**src/rtl/wb_stream_to_mem.sv**
```systemverilog
// Stream-to-Wishbone write engine: each accepted stream word becomes one classic
// single-beat Wishbone write to consecutive word addresses, ending on count, tlast or error.
//
// state  | meaning
// IDLE   | waiting for cfg_start
// FETCH  | s_tready high, waiting for the next stream word
// WRITE  | single-beat write outstanding, waiting for ack/err/timeout
// DONE   | one-cycle completion pulse
module wb_stream_to_mem #(
  parameter int DATA_WIDTH   = 32,
  parameter int ADDR_WIDTH   = 16,
  parameter int SELECT_WIDTH = DATA_WIDTH/8,
  parameter int LEN_WIDTH    = 16,
  parameter int TIMEOUT      = 255
) (
  input  logic                    clk,
  input  logic                    rst_n,
  input  logic                    cfg_start,
  input  logic [ADDR_WIDTH-1:0]   cfg_base_adr,
  input  logic [LEN_WIDTH-1:0]    cfg_len,
  input  logic [DATA_WIDTH-1:0]   s_tdata,
  input  logic                    s_tvalid,
  output logic                    s_tready,
  input  logic                    s_tlast,
  output logic [ADDR_WIDTH-1:0]   wbm_adr_o,
  output logic [DATA_WIDTH-1:0]   wbm_dat_o,
  output logic                    wbm_we_o,
  output logic [SELECT_WIDTH-1:0] wbm_sel_o,
  output logic                    wbm_stb_o,
  output logic                    wbm_cyc_o,
  input  logic                    wbm_ack_i,
  input  logic                    wbm_err_i,
  output logic                    busy,
  output logic                    done,
  output logic                    status_err,
  output logic [LEN_WIDTH-1:0]    words_written
);

  localparam int ALSB = (SELECT_WIDTH > 1) ? $clog2(SELECT_WIDTH) : 0;
  localparam int TW   = (TIMEOUT > 1) ? $clog2(TIMEOUT + 1) : 1;
  localparam logic [ADDR_WIDTH-1:0] ADR_MASK = ~ADDR_WIDTH'((1 << ALSB) - 1);
  localparam logic [ADDR_WIDTH-1:0] ADR_STEP = ADDR_WIDTH'(SELECT_WIDTH);
  localparam logic [TW-1:0]         TMR_LOAD = TW'((TIMEOUT > 0) ? TIMEOUT - 1 : 0);
  localparam bit                    TMO_EN   = (TIMEOUT > 0);

  typedef enum logic [1:0] {ST_IDLE, ST_FETCH, ST_WRITE, ST_DONE} state_t;

  state_t                  r_state;
  state_t                  w_state_nxt;
  logic                    r_tready;
  logic                    r_stb;
  logic [SELECT_WIDTH-1:0] r_sel;
  logic [ADDR_WIDTH-1:0]   r_adr;
  logic [DATA_WIDTH-1:0]   r_dat;
  logic                    r_busy;
  logic                    r_done;
  logic                    r_err;
  logic [LEN_WIDTH-1:0]    r_words;
  logic [LEN_WIDTH-1:0]    r_len;
  logic                    r_last;
  logic [TW-1:0]           r_tmr;

  logic                    w_start;
  logic                    w_accept;
  logic                    w_ack;
  logic                    w_fail;
  logic                    w_tmo;
  logic [LEN_WIDTH-1:0]    w_words_inc;

  assign w_words_inc = r_words + LEN_WIDTH'(1);
  assign w_tmo       = TMO_EN && (r_tmr == '0);

  always_comb begin
    w_state_nxt = r_state;
    w_start     = 1'b0;
    w_accept    = 1'b0;
    w_ack       = 1'b0;
    w_fail      = 1'b0;
    case (r_state)
      ST_IDLE: begin
        if (cfg_start) begin
          w_start     = 1'b1;
          w_state_nxt = (cfg_len == '0) ? ST_DONE : ST_FETCH;
        end
      end
      ST_FETCH: begin
        if (s_tvalid && r_tready) begin
          w_accept    = 1'b1;
          w_state_nxt = ST_WRITE;
        end
      end
      ST_WRITE: begin
        // err beats a simultaneous ack; an ack in the final timeout cycle still counts
        if (wbm_err_i || (!wbm_ack_i && w_tmo)) begin
          w_fail      = 1'b1;
          w_state_nxt = ST_DONE;
        end else if (wbm_ack_i) begin
          w_ack       = 1'b1;
          w_state_nxt = ((w_words_inc == r_len) || r_last) ? ST_DONE : ST_FETCH;
        end
      end
      ST_DONE:  w_state_nxt = ST_IDLE;
      default:  w_state_nxt = ST_IDLE;
    endcase
  end

  always_ff @(posedge clk) begin
    if (!rst_n) r_state <= ST_IDLE;
    else        r_state <= w_state_nxt;
  end

  // Control outputs are registered from the next state so they line up with r_state.
  always_ff @(posedge clk) begin
    if (!rst_n) begin
      r_tready <= 1'b0;
      r_stb    <= 1'b0;
      r_sel    <= '0;
      r_busy   <= 1'b0;
      r_done   <= 1'b0;
      r_err    <= 1'b0;
      r_adr    <= '0;
      r_dat    <= '0;
      r_words  <= '0;
      r_len    <= '0;
      r_last   <= 1'b0;
      r_tmr    <= '0;
    end else begin
      r_tready <= (w_state_nxt == ST_FETCH);
      r_stb    <= (w_state_nxt == ST_WRITE);
      r_sel    <= {SELECT_WIDTH{w_state_nxt == ST_WRITE}};
      r_busy   <= (w_state_nxt != ST_IDLE);
      r_done   <= (w_state_nxt == ST_DONE);
      if (w_start) begin
        r_adr   <= cfg_base_adr & ADR_MASK;
        r_words <= '0;
        r_err   <= 1'b0;
        r_len   <= cfg_len;
      end
      if (w_accept) begin
        r_dat  <= s_tdata;
        r_last <= s_tlast;
        r_tmr  <= TMR_LOAD;
      end else if ((r_state == ST_WRITE) && (r_tmr != '0)) begin
        r_tmr  <= r_tmr - TW'(1);
      end
      if (w_ack) begin
        r_words <= w_words_inc;
        r_adr   <= r_adr + ADR_STEP;
      end
      if (w_fail) r_err <= 1'b1;
    end
  end

  assign s_tready      = r_tready;
  assign wbm_adr_o     = r_adr;
  assign wbm_dat_o     = r_dat;
  assign wbm_we_o      = r_stb;
  assign wbm_sel_o     = r_sel;
  assign wbm_stb_o     = r_stb;
  assign wbm_cyc_o     = r_stb;
  assign busy          = r_busy;
  assign done          = r_done;
  assign status_err    = r_err;
  assign words_written = r_words;

endmodule

```
**config.mk**
```make
export PLATFORM = sky130hd
export DESIGN_NAME = wb_stream_to_mem
export DESIGN_NICKNAME = d
export VERILOG_FILES = /design/src/rtl/wb_stream_to_mem.sv
export SDC_FILE = /design/constraint.sdc
export NUM_CORES = 1
export LEC_CHECK = 0
export ABC_AREA = 0
export ABC_CLOCK_PERIOD_IN_PS = 3140
export CORE_MARGIN = 1.5
export CORE_UTILIZATION = 35
export DETAILED_ROUTE_END_ITERATION = 16
export HOLD_SLACK_MARGIN = 0.08
export SYNTH_ARGS = -nofsm -noshare
export SYNTH_HDL_FRONTEND = slang
export SYNTH_SLANG_ARGS = --single-unit
```
**constraint.sdc**
```tcl
create_clock -name clk -period 3.14 [get_ports clk]
set_input_delay 0.942 -clock clk [delete_from_list [all_inputs] [get_ports clk]]
set_output_delay 0.942 -clock clk [all_outputs]
set_load 0.01 [all_outputs]
```
# Word level (Yosys, flattened, before mapping)
# Index checks and enable logic that the tools add are counted.
[classes]
bitwise = 1
reduce_logical = 15
n_addsub = 3
n_mux = 24
n_eq_ne = 7
[op_table]
columns = ["operator", "n"]
rows = [
  ["two-way mux 16 bit", 4],
  ["adder 16 x 1 -> 16 bit (second input constant)", 1],
  ["adder 16 x 3 -> 16 bit (second input constant)", 1],
  ["== test 16 bit", 1],
  ["zero test 16 bit", 1],
  ["two-way mux 8 bit", 2],
  ["two-way mux 2 bit", 6],
  ["two-way mux 1 bit", 11],
  ["== test 2 bit (second input constant)", 4],
  ["zero test 8 bit", 1],
  ["case mux 2 bit (4 select lines)", 1],
  ["nonzero test 2 bit", 4],
  ["nonzero test 8 bit", 1],
  ["subtractor 8 x 1 -> 8 bit (second input constant)", 1],
  ["== test 2 x 1 -> 1 bit (second input constant)", 2],
  ["logical AND 1 bit", 3],
  ["zero test 2 bit", 1],
  ["logical OR 1 bit", 2],
  ["OR reduction 2 bit", 1],
  ["zero test 1 bit", 1],
  ["inverter 1 bit", 1],
]
[totals]
out_inout_bits = 75
ff_bits = 97
wordCells = 64
in_bits = 71

# Longest topological paths before layout
[depth]
ltp_word = 8
depth_mapped = 9
depth_no_buf = 7

# Worst setup path before layout
# Ideal clock, no wire load.
[synth_timing]
path_kind = "input -> register"
start = "input port wbm_err_i"
end = "register r_adr[11] (netlist: wbm_adr_o[11])"
path_slack_ns = 0.905
required_ns = 3.070
n_path_buf = 1
setup_time_ns = 0.070
stages = 7
arrival_time_ns = 2.164
path_cell_list = "nand2b_1 > or2_1 > clkbuf_1 > nor2_1 > nand3_1 > mux2_1 > a21oi_1"
[synth_via]
elab_chain_len = 4
elab_cells_between_ends = 5
cone_classes = "mux: 3; reduce/logical: 2"
[synth_lines]
columns = ["item", "line_no", "rtl"]
rows = [
  ["from (decl)", "32", "input logic wbm_err_i,"],
  ["logical OR 1 bit *", "94", "if (wbm_err_i || (!wbm_ack_i && w_tmo)) begin"],
  ["two-way mux 1 bit *", "94", ""],
  ["two-way mux 1 bit *", "79", "case (r_state)"],
  ["two-way mux 16 bit or nonzero test 2 bit (tied branches)", "--", ""],
  ["to (signal assigned)", "134", "r_adr <= cfg_base_adr & ADR_MASK;"],
  ["to (signal assigned)", "148", "r_adr <= r_adr + ADR_STEP;"],
  ["to (decl)", "53", "logic [ADDR_WIDTH-1:0] r_adr;"],
]
# Every way passes the cells marked *; elsewhere a longest branch is shown, timed or not.
# A chain may end at the register's enable or synchronous reset.

# Worst setup path after layout
[layout_timing]
start = "register r_words[0] (netlist: words_written[0])"
end = "register r_tready (netlist: s_tready)"
[layout_via]
elab_chain_len = 8
[layout_lines]
columns = ["item", "line_no", "rtl"]
rows = [
  ["from (decl)", "58", "logic [LEN_WIDTH-1:0] r_words;"],
  ["from (signal assigned)", "147", "r_words <= w_words_inc;"],
  ["adder 16 x 1 -> 16 bit", "70", "assign w_words_inc = r_words + LEN_WIDTH'(1);"],
  ["== test 16 bit", "99", "w_state_nxt = ((w_words_inc == r_len) || r_last) ? ST_DONE : ST_FETCH;"],
  ["logical OR 1 bit", "99", ""],
  ["two-way mux 2 bit", "99", ""],
  ["two-way mux 2 bit", "97", "end else if (wbm_ack_i) begin"],
  ["two-way mux 2 bit", "94", ""],
  ["case mux 2 bit (4 select lines)", "79", ""],
  ["== test 2 x 1 -> 1 bit", "128", "r_tready <= (w_state_nxt == ST_FETCH);"],
  ["to (signal assigned)", "128", ""],
  ["to (decl)", "50", "logic r_tready;"],
]
# No other way between the ends.

==> impl_metrics.toml <==
[synth]
synth_area_leader_cell = "dfxtp_1"
synth_seq_area_share = 0.412
synth_top_area_share = 0.412
syn_area_per_cell_um2 = 7.85
yosys_register_bits = 94
synth.distinct_cells = 61
yosysWarnings = 0
synth_edf_count = 0
synthArstFlopShare = 0
synthesis.area_mm2 = 0.00457
synth_ff_type = "dfxtp_1"
synthCells = 582
synth.area.top_cells = "dfxtp_1 41%, nand2_1 10%, a21oi_1 8.5%"

[pwr]
p_per_area_mw_per_mm2 = 456
p_leak_uw = 0.00217
ir_worst_vdd_uv = 321

[timing]
finalCritPeriodShare = 0.901
worst_slew_pin_slew_ns = 0.576
grt_setup_unrepaired = "false"
final.setup.tns_ns = 0
setup_violations = 0
hold_violations = 0
max-slew-margin-rel = 0.613
fmax_mhz = 354
finalClockSkew_ns = 0.00784
drv_slew = 0
min_period_ns = 2.83

[clocking]
h-tree-depth = 3
cts_tree = "done"
cts-root-buf = "clkbuf_16"
numCtsBuffers = 9
clkTransAtPathRegs_ns = 0.07
cts_hold_buf = 0
cts_setup_buffers = 0
clkSinkCount = 94
clockBufferDepth = 2
cts_resized = 0
clk_latency_ns = 0.35

[placement]
placed_area_mm2 = 0.00607
io_buffers = 141
hpwl_mm = 9.37
place_congestion = 0.864

[route]
post_drt_via_cell_ratio = 5.28
drc = 0
ant_nets = 0
vias = 4639
routedWlPerCell_um = 15.3
firstDrtPassIters = 5
drt_first_iter_violations = 341
totalWireLength_mm = 13.5

[grt]
first_global_vias = 4313
grt.total_usage = 0.202
grt_pass1_wl_mm = 21.5
grt_overflow = 0
antenna_found_initial = 0
grt_start_max_net_pins = 86

[floorplanning]
ios = 146
fp.coreArea_mm2 = 0.0127
die_y_um = 117
die_area_mm2 = 0.0137
std_cell_rows = 41
fp.dieW_um = 117
start_util = 0.361

[setup_path]
arrival_ns = 3.07
crit_fanout = 11
crit_type = "reg2reg"
cp_slowest_stage_delay_ns = 0.57
worstPathRequired_ns = 3.38
end_kind = "flip-flop"
cp_cell_sequence = "ha_1, and4_1, and3_2, o2111ai_4, a311oi_1, nand4_1, and3_1"
critical_path.startpoint_type = "flip-flop"
critPathTopFamily = "simple AND/OR/NAND/NOR gates"
worst-path-buf-inv = 0
critPathSlowestCell = "dfxtp_1"

[finish]
num-fill-cells = 1239
synthToLayoutAreaGrowth_pct = 40.5
design_area_mm2 = 0.00642
drive_above_1_share = 0.0552
ff_latch_area_mm2 = 0.00188
n_antenna_cell = 0
multi_input_area_mm2 = 0.00244
fin_nets = 776

[job]
drv_cap = 0

[outcome]
status = "complete, no violations"

[worst_hold_path]
min_path_type = "reg2reg"
-- cells by family (layout without fill, tap and decap cells) --
group | after synthesis | after routing | share of synthesized area
DFF | 94 | 94 | 0.412
other | 1 | 2 | 0.000821
and+or+nand+nor | 261 | 261 | 0.272
adders and majority gates | 4 | 4 | 0.0110
muxes | 1 | 1 | 0.00246
AOI/OAI and AO/OA | 146 | 146 | 0.197
buffers and inverters | 50 | 173 | 0.0556
xor gates and xnor gates | 25 | 25 | 0.0496
-- final cells by class --
class / count / area share
multi-input combinational: 439 / 0.380
clock buffer: 11 / 0.0378
timing repair buffer: 152 / 0.237
inverter: 5 / 0.00292
sequential: 94 / 0.293
tap: 172 / 0.0335
clock inverter: 5 / 0.0166
-- registers in the layout, indices dropped and copies added (netlist names) --
| name | count |
|---|---|
| busy | 1 |
| done | 1 |
| r_last | 1 |
| r_len | 16 |
| r_state | 2 |
| r_tmr | 8 |
| s_tready | 1 |
| status_err | 1 |
| wbm_adr_o | 14 |
| wbm_dat_o | 32 |
| wbm_sel_o | 1 |
| words_written | 16 |
-- layer usage --
metal / wire length, um / track usage / share of wire / up-vias
met5: 0 / 0 / 0 / -
met4: 278 / 0.0843 / 0.021 / 0
met3: 1110 / 0.0644 / 0.083 / 18
met2: 6130 / 0.316 / 0.46 / 162
met1: 5930 / 0.257 / 0.44 / 2174
li1: - / - / - / 2285
-- worst paths after layout --
kind / from / end / slack [ns] / cells after the start
max: words_written[0] / s_tready / 0.31 / 7
min: wbm_dat_o[25] / wbm_dat_o[25] / 0.45 / 2
max reg2reg: words_written[0] / s_tready / 0.31 / 7
min reg2reg: wbm_dat_o[25] / wbm_dat_o[25] / 0.45 / 2
-- power breakdown --
part           internal [uW]  switching (uW)  total (uW)
clock                    802             470        1270
sequential              1240            47.0        1290
combinational            195             173         368
total                   2240             690        2930
-- synth_stat cells (5+ instances only) --
| master | instances |
|---|---|
| a211oi_1 | 5 |
| a21oi_1 | 78 |
| a311oi_1 | 7 |
| and2_1 | 6 |
| buf_4 | 9 |
| clkbuf_1 | 28 |
| dfxtp_1 | 94 |
| inv_1 | 5 |
| nand2_1 | 125 |
| nand3_1 | 12 |
| nand4_1 | 10 |
| nor2_1 | 42 |
| nor3_1 | 18 |
| nor4_1 | 10 |
| o21ai_0 | 15 |
| o21ai_1 | 10 |
| xnor2_1 | 15 |
| xor2_1 | 9 |
-- placed cells by master, fill, tap and decap left out, types with 12 or more instances in the layout --
master           count
nor3_1              18
nand3_1             12
a21oi_1             78
o21ai_0             15
dfxtp_1             94
clkdlybuf4s50_1    141
xnor2_1             15
nor2_1              42
nand2_1            125
-- worst min-delay path, stage by stage (launching register included) --
cell     delay, ns
dfxtp_1       0.31
nand2_1       0.05
a21oi_1       0.05
-- per-stage QoR --
step	setup slack [ns]	cells	hold slack (ns)	util	power, uW
2_1_floorplan	0.905	583	0.437	-	1480
3_3_place_gp	0.269	862	0.441	0.479	1680
3_5_place_dp	0.220	862	0.448	0.479	1680
4_1_cts	0.359	878	0.457	0.507	2960
5_1_grt	0.174	878	0.474	0.507	3050
6_report	0.311	878	0.454	0.507	2930
No activity file was read; power rests on OpenSTA's default activity.
